--- src/rtl/instr_fetch.sv ---
// rtl/instr_fetch.sv - MIPS32 instruction fetch stage: PC, imem req/ack, held instruction to decode
// Owns the PC, applies J-type jumps locally and honours branch redirects from execute.
module instr_fetch #(
  parameter logic [31:0] RESET_PC = 32'h0000_0000
) (
  input  logic        clk,
  input  logic        rstN,
  output logic        imemReq,
  output logic [31:0] imemAddr,
  input  logic        imemAck,
  input  logic [31:0] imemData,
  output logic [31:0] instr,
  output logic [31:0] instrPc,
  output logic [5:0]  opCode,
  output logic        instrValid,
  input  logic        instrReady,
  input  logic        redirect,
  input  logic [31:0] redirectPc
);

  typedef enum logic [1:0] {S_IDLE, S_FETCH, S_HOLD} state_t;

  state_t      state_q, state_d;
  logic [31:0] pc_q, pc_d;
  logic [31:0] instr_q, instr_d;
  logic [31:0] instr_pc_q, instr_pc_d;
  logic [31:0] hold_addr_q, hold_addr_d;
  logic        instr_valid_q, instr_valid_d;
  logic        drop_q, drop_d;
  logic [31:0] pc4;
  logic [31:0] redirect_tgt;

  assign pc4          = pc_q + 32'd4;
  assign redirect_tgt = redirectPc & ~32'h0000_0003;

  always_ff @(posedge clk or negedge rstN) begin
    if (!rstN) begin
      state_q       <= S_IDLE;
      pc_q          <= RESET_PC;
      instr_q       <= 32'h0;
      instr_pc_q    <= 32'h0;
      hold_addr_q   <= 32'h0;
      instr_valid_q <= 1'b0;
      drop_q        <= 1'b0;
    end else begin
      state_q       <= state_d;
      pc_q          <= pc_d;
      instr_q       <= instr_d;
      instr_pc_q    <= instr_pc_d;
      hold_addr_q   <= hold_addr_d;
      instr_valid_q <= instr_valid_d;
      drop_q        <= drop_d;
    end
  end

  always_comb begin
    state_d = state_q;
    case (state_q)
      S_IDLE:  state_d = S_FETCH;
      S_FETCH: if (imemAck && !drop_q && !redirect) state_d = S_HOLD;
      S_HOLD:  if (redirect || (instr_valid_q && instrReady)) state_d = S_FETCH;
      default: state_d = S_IDLE;
    endcase
  end

  always_comb begin
    pc_d          = pc_q;
    instr_d       = instr_q;
    instr_pc_d    = instr_pc_q;
    hold_addr_d   = hold_addr_q;
    instr_valid_d = instr_valid_q;
    drop_d        = drop_q;

    if (state_q == S_FETCH && imemAck) begin
      drop_d = 1'b0;
      if (!drop_q && !redirect) begin
        instr_d       = imemData;
        instr_pc_d    = pc_q;
        instr_valid_d = 1'b1;
        if (imemData[31:26] == 6'd2)
          pc_d = {pc4[31:28], imemData[25:0], 2'b00};
        else
          pc_d = pc4;
      end
    end

    if (state_q == S_HOLD && instr_valid_q && instrReady)
      instr_valid_d = 1'b0;

    // An in-flight request cannot be withdrawn: remember its address and drop its data.
    if (redirect) begin
      pc_d          = redirect_tgt;
      instr_valid_d = 1'b0;
      if (state_q == S_FETCH && !imemAck && !drop_q) begin
        drop_d      = 1'b1;
        hold_addr_d = pc_q;
      end
    end
  end

  always_comb begin
    imemReq    = (state_q == S_FETCH);
    imemAddr   = drop_q ? hold_addr_q : pc_q;
    instr      = instr_q;
    instrPc    = instr_pc_q;
    opCode     = instr_q[31:26];
    instrValid = instr_valid_q;
  end

endmodule

--- config.mk ---
export PLATFORM = sky130hd
export DESIGN_NAME = instr_fetch
export DESIGN_NICKNAME = d
export VERILOG_FILES = /design/src/rtl/instr_fetch.sv
export SDC_FILE = /design/constraint.sdc
export NUM_CORES = 1
export LEC_CHECK = 0
export ABC_AREA = 1
export CAP_MARGIN = 20
export CORE_UTILIZATION = 49
export DETAILED_ROUTE_END_ITERATION = 7
export PLACE_DENSITY = 0.91
export SETUP_SLACK_MARGIN = 0.4
export SLEW_MARGIN = 20
export SYNTH_ARGS = -nofsm -noshare
export SYNTH_HDL_FRONTEND = slang
export SYNTH_SLANG_ARGS = --single-unit
--- constraint.sdc ---
create_clock -name clk -period 1.7 [get_ports clk]
set_clock_uncertainty 0.15 [all_clocks]
set_input_delay 0.255 -clock clk [delete_from_list [all_inputs] [get_ports clk]]
set_output_delay 0.255 -clock clk [all_outputs]
set_load 0.1 [all_outputs]
==> metrics.md, run 1 <==
| Metric | Value |
|---|---|
| Status | `aborted with a tool error` |
| Stage reached | `5_1_grt` |
| Stop Error | `[ERROR DPL-0038] Utilization greater than 100%, impossible to legalize` |
| Mapped cell area | `6310 sq um` |
| Row count | `41` |
| Die width | `115 um` |
| Initial Utilization | `50.2%` |
| Pin count of the biggest net entering global routing | `46` |
| IO Pins | `173` |
| Clock Tree Buf Depth | `2` |
| Die Ht | `115 um` |
| Half-perimeter wire length after placement | `between 15000 and 20000 um` |
| GP Congestion | `1.01` |
| Post-synthesis sequential area ratio | `50.0%` |
| Yosys cell types | `28` |
| Worst_ep kind | `primary output` |
| CTS Buf Count | `17` |
| Mean Syn Cell Area | `7.42 sq um` |
| Crit. endpoint post-GRT repair | `imemAddr[29]` |
| Root Buffer | `clkbuf_16` |
| Ys Warns | `0` |
| Cells after Synth | `850` |
| CTS HTree Levels | `4` |
| Flops & latches, synth | `around 130` |
| CTS sink cnt | `126` |
| # port buffers | `166` |
## per-stage QoR
stage | area (sq um) | hold WS (ns) | cells | worst slack (ns)
after CTS | 11000 | 0.130 | 1254 | -0.367
after floorplan | 7050 | -0.191 | 853 | 0.0627
after global placement | 10100 | 0.0400 | 1201 | -0.130
after detailed placement | 10100 | 0.0424 | 1201 | -0.259
## cell usage after synthesis
cell type	instances	area [sq um]
nand3_2	1	10.0
o21ai_1	31	155
nand2_2	3	18.8
clkbuf_2	1	5.00
ha_1	1	12.5
dfrtp_1	126	3150
inv_1	65	244
buf_4	12	90.1
clkbuf_1	15	56.3
nand3b_1	2	15.0
nor2_4	3	33.8
nand3_1	41	205
nor3_1	1	5.00
inv_2	2	7.51
nor2_1	54	203
o21bai_1	3	22.5
nor2_2	2	12.5
o211ai_2	1	12.5
buf_1	3	11.3
nor3_4	1	16.3
and2_1	2	12.5
nand2_1	337	1260
xor2_1	6	52.6
buf_2	16	80.1
o21ai_0	108	541
a21oi_1	8	40.0
nand4_1	4	25.0
conb_1	1	3.75
## kinds of logic after synthesis
family	share of synthesized area [%]
buffers and inverters	7.83
and+or+nand+nor	28.9
xor gates and xnor gates	0.833
other	0.0594
AOI/OAI and AO/OA	12.2
adders and majority gates	0.198
DFF	50.0
## repair_timing
action,in CTS
gates resized for setup,34
endpoints found under the setup margin,226
buffers inserted,15
pin swaps,4
hold buffers,1
hold endpoints to repair,126
gates cloned,5
==> run 2, diff against run 1 <==
--- a/config.mk
+++ b/config.mk
@@ -7,10 +7,9 @@
 export LEC_CHECK = 0
 export ABC_AREA = 1
 export CAP_MARGIN = 20
-export CORE_UTILIZATION = 49
+export CORE_UTILIZATION = 40
 export DETAILED_ROUTE_END_ITERATION = 7
-export PLACE_DENSITY = 0.91
-export SETUP_SLACK_MARGIN = 0.4
+export PLACE_DENSITY_LB_ADDON = 0.15
 export SLEW_MARGIN = 20
 export SYNTH_ARGS = -nofsm -noshare
 export SYNTH_HDL_FRONTEND = slang
==> run 2 against run 1 <==
Net effect:
- the flow now finishes, with violations (setup timing)
- synthesized cell count did not move
- synthesized area did not move
==> metrics.md, run 2 <==
| Metric | Value |
|---|---|
| Placed insts | `1240 (+3.2%)` |
| Most numerous cell in the Yosys netlist | `nand2_1` |
| RSZ-0062 raised after global routing | `yes` |
| Root Buffer | `clkbuf_16` |
| FF-to-FF path depth | `8` |
| Non-Filler Instances | `1298` |
| Post-synth ARST share | `100% (unchanged)` |
| IO Pins | `173 (unchanged)` |
| Post-synth EDFFs | `0 (unchanged)` |
| Flop2flop setup slack | `-0.27 ns` |
| Vias in the first global route | `roughly 6600` |
| Most frequent cells in the layout | `307 x nand2_1, 118 x dfrtp_1, 114 x buf_12, 65 x inv_1, 65 x clkdlybuf4s50_1` |
| Total iterations of the first detailed-routing run | `5` |
| Top Family by Delay on Critical Path | `flip-flops` |
| Synth top area share | `50.0% (unchanged)` |
| Hold Crit Class | `in2async` |
| Minimum clock period | `between 2 and 2.5 ns` |
| Total global-route track usage | `27.9%` |
| Ys flop type | `dfrtp_1` |
| Failing checks | `setup timing` |
| Vias post-DR | `6762` |
| Final setup TNS | `-30.26 ns` |
| Wire per inst | `17.6 um` |
| Final Setup Violations | `156` |
| Crit path cell chain | `buf_6 > buf_16 > nand2_2 > o21ai_4 > buf_12` |
| Crit path launch type | `flop` |
| Die width | `128 um (+10%)` |
| Critical Path End Type | `output pin` |
| Final hold violation count | `0` |
| Final period util | `119%` |
| Initial Utilization | `41.2% (-9.0 points)` |
| Skew-Pair Late Insertion Delay | `0.42 ns` |
| Yosys cell types | `28 (unchanged)` |
| Worst-Margin Slew | `0.664 ns` |
| Post-synthesis sequential area ratio | `50.0% (unchanged)` |
| GP Congestion | `0.942 (-7.1%)` |
| CP peak stage delay | `0.54 ns` |
| Status | `finished, violations left` |
| Slew HR | `a little under three fifths` |
| Mapped cell area | `6310 sq um (unchanged)` |
| Most common cell after layout, fill and taps aside | `nand2_1` |
| RR Startpoint | `drop_q` |
| Layout cells sized above 1 | `28.1%` |
| Clock-pin slew on the worst setup and hold paths | `0.05 ns` |
| WP buf/inv | `3` |
| Cells after Synth | `850 (unchanged)` |
| Setup WS post-layout | `-0.330 ns` |
| Post-route ant nets | `0` |
| Ys Warns | `0 (unchanged)` |
| End of the worst register-to-register path | `instr[31]` |
| Crit Path Class | `reg2out` |
| First-pass GRT wire length | `34600 um` |
| Crit-path max FO | `16` |
| CP startpoint | `drop_q` |
| Mean Syn Cell Area | `7.42 sq um (unchanged)` |
| Routed Wire Length | `22900 um` |
| Area of the die | `16300 sq um` |
| Vias/cell | `5.21` |
| Critical path's slowest cell | `dfrtp_4` |
| Pins over their slew limit | `0` |
| CTS sink cnt | `126 (unchanged)` |
| CTS HTree Levels | `4 (unchanged)` |
| CTS Buf Count | `17 (unchanged)` |
| Synth top area cells | `dfrtp_1 50%, nand2_1 20%, o21ai_0 8.6%, inv_1 3.9%, nand3_1 3.3%` |
| DRC viols | `0` |
| Area growth, synth to finish | `78.3%` |
| Cell taking the most area after synthesis | `dfrtp_1` |
| Flops & latches, synth | `126 (unchanged)` |
| Nets | `1144` |
| DRT iter0 DRCs | `577` |
| Achievable frequency | `493 MHz` |
| Half-perimeter wire length after placement | `14800 um (-11%)` |
| Max FFs per register | `32` |
| # port buffers | `166 (unchanged)` |
| Max_cap viols | `0` |
| Place WS | `-0.179 ns (+0.0799 ns)` |
| Synth cell count leaders | `337 x nand2_1, 126 x dfrtp_1, 108 x o21ai_0` |
| Total grt overflow | `0` |
| Core box area | `between 15000 and 20000 sq um` |
| Clock Tree Buf Depth | `2 (unchanged)` |
| Final core occ | `73.4%` |
| Die Ht | `128 um (+10%)` |
| CTS tree | `yes` |
| Antenna violations before repair | `0` |
| Arr. time, crit path | `approximately 1.6 ns` |
| Pin count of the biggest net entering global routing | `50` |
| Antenna Diode Count | `0` |
| Row count | `45 (+9.8%)` |
| Worst Path Required | `1.29 ns` |
-- run 2: cell families after synthesis --
group	count (synthesis)	synth area share, %
flip-flops	126	50.0
AND/OR/NAND/NOR	451	28.9
other	1	0.0594
buffers and inverters	114	7.83
AO/OA/AOI/OAI	151	12.2
XOR/XNOR	6	0.833
adder cells (fa/ha/maj)	1	0.198
-- run 2: area by class of cell --
| class | count | area, sq um |
|---|---|---|
| Timing Repair Buffer | 248 | 3720 |
| Sequential cell | 126 | 3170 |
| Tap cell | 211 | 264 |
| Clock inverter | 4 | 95.1 |
| Fill cell | 1105 | 4070 |
| Clock buffer | 28 | 557 |
| Multi-Input combinational cell | 614 | 3180 |
| Inverter | 67 | 262 |
-- run 2: stage by stage --
| step | area [sq um] | hold slack (ns) |
|---|---|---|
| 5_1_grt | 11200 | 0.199 |
| 2_1_floorplan | 6680 | -0.191 |
| 3_3_place_gp | 9950 | 0.0635 |
| 3_5_place_dp | 9950 | 0.0648 |
| 6_report | 11200 | 0.160 |
| 4_1_cts | 11000 | 0.175 |
-- run 2: timing repair --
| item | in CTS | in global routing |
|---|---|---|
| hold buffers | 1 | 0 |
| hold endpoints to repair | 96 | 0 |
| pin swaps | 5 | 4 |
| setup buffers | 11 | 1 |
| gates resized for setup | 51 | 47 |
| endpoints found under the setup margin | 58 | 155 |
| cloned | 5 | 8 |
-- run 2: how the worst max path moves through the flow --
stage                    to  cells past startpoint
6_report       imemAddr[14]                      5
3_3_place_gp       pc_q[30]                      7
3_5_place_dp       pc_q[17]                      9
4_1_cts        imemAddr[13]                      5
2_1_floorplan  imemAddr[10]                      3
5_1_grt        imemAddr[14]                      5
-- run 2: layer usage --
| layer | vias up | GRT usage [%] | routed length, um |
|---|---|---|---|
| li1 | 3146 | - | - |
| met1 | 3282 | 37.4 | 9700 |
| met2 | 292 | 45.2 | 11100 |
| met3 | 42 | 6.07 | 1570 |
| met4 | 0 | 8.86 | 528 |
| met5 | - | 1.55 | 0 |
Power of run 2 is not shown: default switching activity piles up to over one toggle a cycle in this logic, so the estimate is an artifact.
